--- src/rtl/sync_event_arbiter_pkg.sv ---
// sync_arb_pkg: shared FSM state encoding and width helper for the event arbiter
package sync_arb_pkg;

    typedef enum logic [1:0] {
        IDLE   = 2'd0,
        FIRE   = 2'd1,
        SETTLE = 2'd2,
        WAIT   = 2'd3
    } state_t;

    function automatic int clog2(input int n);
        int r;
        r = 0;
        while ((1 << r) < n) r++;
        return r;
    endfunction

endpackage

--- src/rtl/sync_event_arbiter_rr_pick.sv ---
// rr_pick: round-robin search of pending bits starting at ptr, wrapping at NREQ
module rr_pick #(
    parameter int NREQ = 4,
    parameter int IDW  = 2
) (
    input  logic [NREQ-1:0] pending,
    input  logic [IDW-1:0]  ptr,
    output logic            valid,
    output logic [NREQ-1:0] winOh,
    output logic [IDW-1:0]  winIdx
);

    always_comb begin
        int j;
        valid  = 1'b0;
        winOh  = '0;
        winIdx = '0;
        j      = 0;
        for (int k = 0; k < NREQ; k++) begin
            j = int'(ptr) + k;
            if (j >= NREQ) j -= NREQ;
            if (!valid && pending[j]) begin
                valid     = 1'b1;
                winOh[j]  = 1'b1;
                winIdx    = IDW'(j);
            end
        end
    end

endmodule

--- src/rtl/sync_event_arbiter.sv ---
// sync_event_arbiter: funnels NREQ source-domain events through one toggle
// handshake synchronizer, round-robin, holding the winner ID until sRDY returns.
module sync_event_arbiter
    import sync_arb_pkg::*;
#(
    parameter int NREQ = 4,
    parameter int IDW  = 2
) (
    input  logic            CLK,
    input  logic            RST_N,
    input  logic            enable,
    input  logic [NREQ-1:0] req,
    input  logic            hs_rdy,
    output logic            hs_en,
    output logic [IDW-1:0]  xfer_id,
    output logic [NREQ-1:0] grant,
    output logic [NREQ-1:0] pending,
    output logic [NREQ-1:0] coalesce,
    output logic            busy
);

    if (IDW != clog2(NREQ)) begin : gBadIdw
        $error("IDW must equal clog2(NREQ)");
    end

    state_t          state, stateNxt;
    logic [IDW-1:0]  ptr;
    logic            pickValid;
    logic [NREQ-1:0] pickOh;
    logic [IDW-1:0]  pickIdx;
    logic            issue;
    logic [NREQ-1:0] clr;

    rr_pick #(.NREQ(NREQ), .IDW(IDW)) uPick (
        .pending(pending),
        .ptr    (ptr),
        .valid  (pickValid),
        .winOh  (pickOh),
        .winIdx (pickIdx)
    );

    // SETTLE ignores hs_rdy for one cycle so a registered sRDY path cannot
    // report the previous transfer's ready as this one's completion.
    always_comb begin
        stateNxt = state;
        issue    = 1'b0;
        case (state)
            IDLE: begin
                issue    = enable & hs_rdy & pickValid;
                stateNxt = issue ? FIRE : IDLE;
            end
            FIRE:    stateNxt = SETTLE;
            SETTLE:  stateNxt = WAIT;
            WAIT:    stateNxt = hs_rdy ? IDLE : WAIT;
            default: stateNxt = IDLE;
        endcase
    end

    assign clr  = issue ? pickOh : '0;
    assign busy = state != IDLE;

    always_ff @(posedge CLK or negedge RST_N) begin
        if (!RST_N) state <= IDLE;
        else        state <= stateNxt;
    end

    // a request on the granting edge re-arms pending (set beats clear)
    always_ff @(posedge CLK or negedge RST_N) begin
        if (!RST_N) begin
            hs_en    <= 1'b0;
            grant    <= '0;
            pending  <= '0;
            coalesce <= '0;
            xfer_id  <= '0;
            ptr      <= '0;
        end else begin
            hs_en    <= issue;
            grant    <= clr;
            pending  <= (pending & ~clr) | req;
            coalesce <= req & pending & ~clr;
            if (issue) begin
                xfer_id <= pickIdx;
                ptr     <= (pickIdx == IDW'(NREQ - 1)) ? '0 : pickIdx + 1'b1;
            end
        end
    end

endmodule

--- config.mk ---
export PLATFORM = sky130hd
export DESIGN_NAME = sync_event_arbiter
export DESIGN_NICKNAME = d
export VERILOG_FILES = /design/src/rtl/sync_event_arbiter_pkg.sv /design/src/rtl/sync_event_arbiter_rr_pick.sv /design/src/rtl/sync_event_arbiter.sv
export SDC_FILE = /design/constraint.sdc
export NUM_CORES = 1
export LEC_CHECK = 0
export BUFFER_PORTS_ARGS = -buffer_cell sky130_fd_sc_hd__buf_4
export CORE_AREA = 2 2 66 68
export CTS_CLUSTER_SIZE = 10
export DETAILED_ROUTE_END_ITERATION = 12
export DIE_AREA = 0 0 68 70
export HOLD_SLACK_MARGIN = 0.08
export PLACE_DENSITY = 0.57
export SYNTH_ARGS = -nofsm -noshare
export SYNTH_HDL_FRONTEND = slang
export SYNTH_HIERARCHICAL = 1
export SYNTH_SLANG_ARGS = --single-unit
--- constraint.sdc ---
create_clock -name CLK -period 2.9 [get_ports CLK]
set_clock_uncertainty 0.15 [all_clocks]
set_input_delay 0.435 -clock CLK [delete_from_list [all_inputs] [get_ports CLK]]
set_output_delay 0.435 -clock CLK [all_outputs]
set_load 0.02 [all_outputs]
---- Word-level counts from Yosys, hierarchy flattened ----
Cells that the tools add are included.
cells by class
  bitwise logic cells ..................... 10
  add/subtract/negate cells ............... 8
  reduce and logical (&&, ||, !) cells .... 12
  mux-type cells .......................... 42
  magnitude comparators ................... 12
  equal/unequal tests ..................... 4
operator list
  kind                     count
  $ge A32 B1 Y1 const B    4
  $lt A32 B4 Y1 const B    4
  $mux W32                 4
  $ge A32 B4 Y1 const B    3
  $sub A32 B4 Y32 const B  3
  $mux W4                  5
  $mux W1                  18
  $or A4 B4 Y4             4
  $and A4 B4 Y4            3
  $mux W2                  6
  $bmux W1 S2              4
  $demux W1 S2             4
  $pmux W2 S4              1
  $logic_and A1 B1 Y1      7
  $add A2 B2 Y3 const B    2
  $eq A2 B2 Y1 const B     3
  $not A4 Y4               1
  $sub A2 B3 Y4 const B    1
  $add A2 B1 Y3 const B    1
  $ge A2 B3 Y1 const B     1
  $logic_not A1 Y1         3
  $add A2 B1 Y2 const B    1
  $and A1 B1 Y1            2
  $eq A2 B1 Y1 const B     1
  other kinds (2)          2
storage, ports and cells
  output and inout port bits .............. 16
  input bits .............................. 8
  flip-flop bits (word level) ............. 19
  word-level logic and storage cells ...... 95

---- Longest topological paths before layout ----
  depth after elaboration ................. 21
  mapped depth ............................ 11
  depth with buffers taken out ............ 9

---- Cells and area by module ----
Netlist, hierarchy kept.
modules (own cells, without submodules)
  module              cells an instance  seq. area each (um^2)  area an instance (um^2)  times used
  sync_event_arbiter  57                 475.5                  744.5                    1
  rr_pick             48                 0.0                    460.4                    1

---- Least setup slack after synthesis ----
No wires, ideal clock.
  path type ............................... register to register
  from .................................... reg ptr[0]
  to ...................................... reg ptr[1]
  required time ........................... 2.625 ns
  path buffers ............................ 2
  slack ................................... 0.053 ns
  data arrival time ....................... 2.572 ns
  library setup time ...................... 0.125 ns
  cell stages (with the launch flop) ...... 11
  clock period less this slack ............ 2.847 ns
  path through ............................ dfrtp_1 -> buf_6 -> inv_1 -> ha_1 -> mux4_2 -> buf_6 -> nor4b_4 -> nor2_1 -> a32o_1 -> ha_1 -> mux2_4
between the ends
  cells in the longest elaborated chain, start to end .. 17
  elaborated cells between the ends (all ways) .. 46
  those cells by class .................... add/sub (8); order compare (4); eq/ne (1); mux (26); bitwise (1); reduce/logical (6)
RTL lines
  item                                                      line                              source
  from (decl)                                               sync_event_arbiter.sv:27          logic [IDW-1:0] ptr;
  from (signal assigned)                                    sync_event_arbiter.sv:83          ptr <= (pickIdx == IDW'(NREQ - 1)) ? '0 : pickIdx + 1'b1;
  branches (longest 14 deep; another with $sub A32 B4 Y32)  n/a
  $mux W2 (*)                                               sync_event_arbiter_rr_pick.sv:22  if (!valid && pending[j]) begin
  via pickIdx[1]                                            sync_event_arbiter.sv:30          logic [IDW-1:0] pickIdx;
  $add A2 B1 Y2 or $eq A2 B2 Y1 (tied branches)             sync_event_arbiter.sv:83
  $mux W2 (*)                                               sync_event_arbiter.sv:83
Mark *: on every way through the listed nets, which the timed path passes. The select of a mux whose other input is x is not followed.
A chain may end at the register's enable or synchronous reset.

---- Final worst setup path ----
  from .................................... reg ptr[1]
  to ...................................... reg ptr[1]
Same word-level chain as after synthesis.

==> flow_summary.toml <==
[timing]
hold_violations = 0
slew_headroom_pct = 71.1
worstMarginPinSlew_ns = 0.428
fin_tns_setup_ns = 0
drv_slew = 0
min_period_ns = 2.79
fin_ws_ns = 0.108
setup_viol = 0
fmax_ghz = 0.358
fin_crit_sh_pct = 96.3

[routing]
drt_iter0_drc = 40
drc = 0
ant_nets = 0
avgRoutedWirePerCell_um = 14.6
vias_per_cell = 5.12
postRouteWirelength_mm = 2.74
vias = 962
first_pass_iters = 4

[global_routing]
grt_first_pass_wirelength_mm = 4.20
grt_max_degree = 20
antenna_found_initial = 0
grt_pass1_vias = 891
grt_overflow = 0
grtUsageTotal_pct = 11.5

[floorplan]
rows = 24
start_util_pct = 29.1
die_h_um = 70
ios = 24
core_um2 = 4140
die_w_um = 68
dieArea_um2 = 4760

[cts]
numClockSinks = 19
postCtsSetupRepairBufs = 0
root_buffer = "clkbuf_8"
numCtsBuffers = 3
cts_tree = "yes"
cts_htree_levels = 1
clock_latency_ns = 0.26
clkSlewWorstSetupHoldPaths_ns = 0.08
clk_path_buf_depth = 2

[synthesis]
synth-seq-area-share_pct = 39.5
synth_seq_cells = 19
yosys-top-cells-area = "dfrtp_1 (39%), ha_1 (9.3%), mux4_1 (6.5%)"
synth_area_leader_cell = "dfrtp_1"
syn_inst = 105
synth.cell_area_um2 = 1200
yosys.area.top_type_share_pct = 39.5
synth.avg_cell_area_um2 = 11.5
syn_nets = 122
synth_cell_type_count = 31
yosysWarningCount = 6

[finish]
multiInputGateArea_um2 = 684
drive_gt1_share_pct = 36.0
finalCoreUtilization_pct = 36.9
fin_nets = 154
antenna_cells = 0
fillers = 420
ff_latch_area_um2 = 475
areaGrowthSynthToFinish_pct = 26.9
final_common_cell = "buf_4"
final_cell_mix = "buf_4 (29), dfrtp_1 (19), ha_1 (9)"

[worst_hold_path]
hold_class = "in2reg"

[power]
power_per_cell_area_nw_per_um2 = 749
pwr-share-clk_pct = 16.0
power_leakage_uw = 0.000704
vdd.ir_drop.worst_v = 0.000192
internal_power_uw = 700
power_frac_seq_pct = 31.4
p_sw_share_pct = 38.9
switchingPower_uw = 446
p_comb_share_pct = 52.6

[placement]
place.gp.congestion = 0.819
port_buffers = 23
placement.setup.worst_slack_ns = 0.127
hpwl_mm = 2.02

[critical_path]
startpoint_type = "flip-flop"
slowest_delay_ns = 0.47
crit_family = "adder cells"
end_kind = "flip-flop"
cp.required_ns = 2.89
critPathBufInv = 1
crit_path_max_fanout = 7
path_cells = "inv_1 -> ha_1 -> mux4_2 -> nor4b_4 -> nor2_1 -> a32o_1 -> ha_1 -> mux2_4"
cp.arrival_ns = 2.78
cpMostUsedCell = "ha_1"
worstSetupPathType = "reg2reg"
crit_slowest_cell = "dfrtp_1"

[status]
status = "finished, final reports clean"

[job]
drv_cap = 0
==> sequential cells by signal, summed over array words and instances (netlist names) <==
register  flops
coalesce      4
grant         4
hs_en         1
pending       4
ptr           2
state         2
xfer_id       2
==> tightest hold or removal path: stages <==
cell and delay [ns]:
buf_4 0.12, nand2_1 0.06, a21oi_1 0.04
==> layer usage <==
| metal | vias up | track usage, % | routed length [um] |
|---|---|---|---|
| li1 | 449 | - | - |
| met1 | 468 | 14.7 | 1140 |
| met2 | 39 | 19.3 | 1380 |
| met3 | 6 | 1.13 | 167 |
| met4 | 0 | 4.67 | 52 |
| met5 | - | 0 | 0 |
==> worst paths after layout <==
path                                     from                     to  slack [ns]  depth (start not counted)
setup / recovery           ptr[1]$_DFFE_PN0N_     ptr[1]$_DFFE_PN0N_        0.11                          8
min in group asynchronous               RST_N   pending[2]$_DFF_PN0_        0.43                          2
max in group asynchronous               RST_N     grant[1]$_DFF_PN0_        1.96                          2
hold reg to reg            state[1]$_DFF_PN0_     state[0]$_DFF_PN0_        0.38                          1
hold / removal                         req[0]  coalesce[0]$_DFF_PN0_        0.27                          3
setup reg to reg           ptr[1]$_DFFE_PN0N_     ptr[1]$_DFFE_PN0N_        0.11                          8
==> cells in the mapped netlist <==
library cell   n
buf_8          1
mux4_1         3
dfrtp_1       19
mux4_2         1
o21ai_0        5
a22oi_1        8
nor4_1         1
a31oi_1        4
buf_6          2
o31ai_1        1
and2b_2        1
inv_1          8
a21o_1         1
mux2_4         4
mux2i_1        1
nor2_8         1
a21oi_1        5
nor4b_4        1
clkbuf_1       1
o211ai_1       1
nor2_1         7
nor3_1         1
nand2_1        6
ha_1           9
nand2b_1       1
mux2_2         2
o311ai_0       1
and2_2         5
nand3_1        2
or2_4          1
a32o_1         1
==> metrics by stage <==
stage | area (um^2) | instances | hold slack, ns | power (uW)
3_5_place_dp | 1450 | 182 | 0.174 | 947
3_3_place_gp | 1450 | 182 | 0.166 | 933
6_report | 1530 | 188 | 0.273 | 1150
4_1_cts | 1500 | 187 | 0.269 | 1140
5_1_grt | 1530 | 188 | 0.279 | 1220
2_1_floorplan | 1200 | 105 | -0.0106 | 766
==> kinds of logic (layout without fill, tap and decap cells) <==
group | Yosys count | in the layout | synth area share [%]
mux | 11 | 12 | 16.1
compound gates | 27 | 27 | 14.6
flops | 19 | 19 | 39.5
simple gates | 27 | 27 | 14.5
buf+inv | 12 | 42 | 5.92
fa+ha+maj | 9 | 9 | 9.35
==> cell type report <==
cell class	instances	area share [%]
clock inverter	1	0.327
timing repair buffer	30	14.9
clock buffer	3	2.70
tap	52	4.26
inverter	8	1.96
multi-input combinational	75	44.8
sequential	19	31.1
==> power groups by stage <==
stage               combinational [uW]  clock [uW]  sequential, uW
floorplan                          367           0             399
global placement                   571           0             362
detailed placement                 583           0             364
CTS                                588         191             359
global route                       656         200             366
finish                             602         184             360
==> timing repair <==
item | CTS | global route
hold buffers | 1 | 0
endpoints found under the setup margin | 0 | 1
resized for setup | 0 | 0
endpoints found under the hold margin | 19 | 0
No activity file was read; power rests on OpenSTA's default activity.
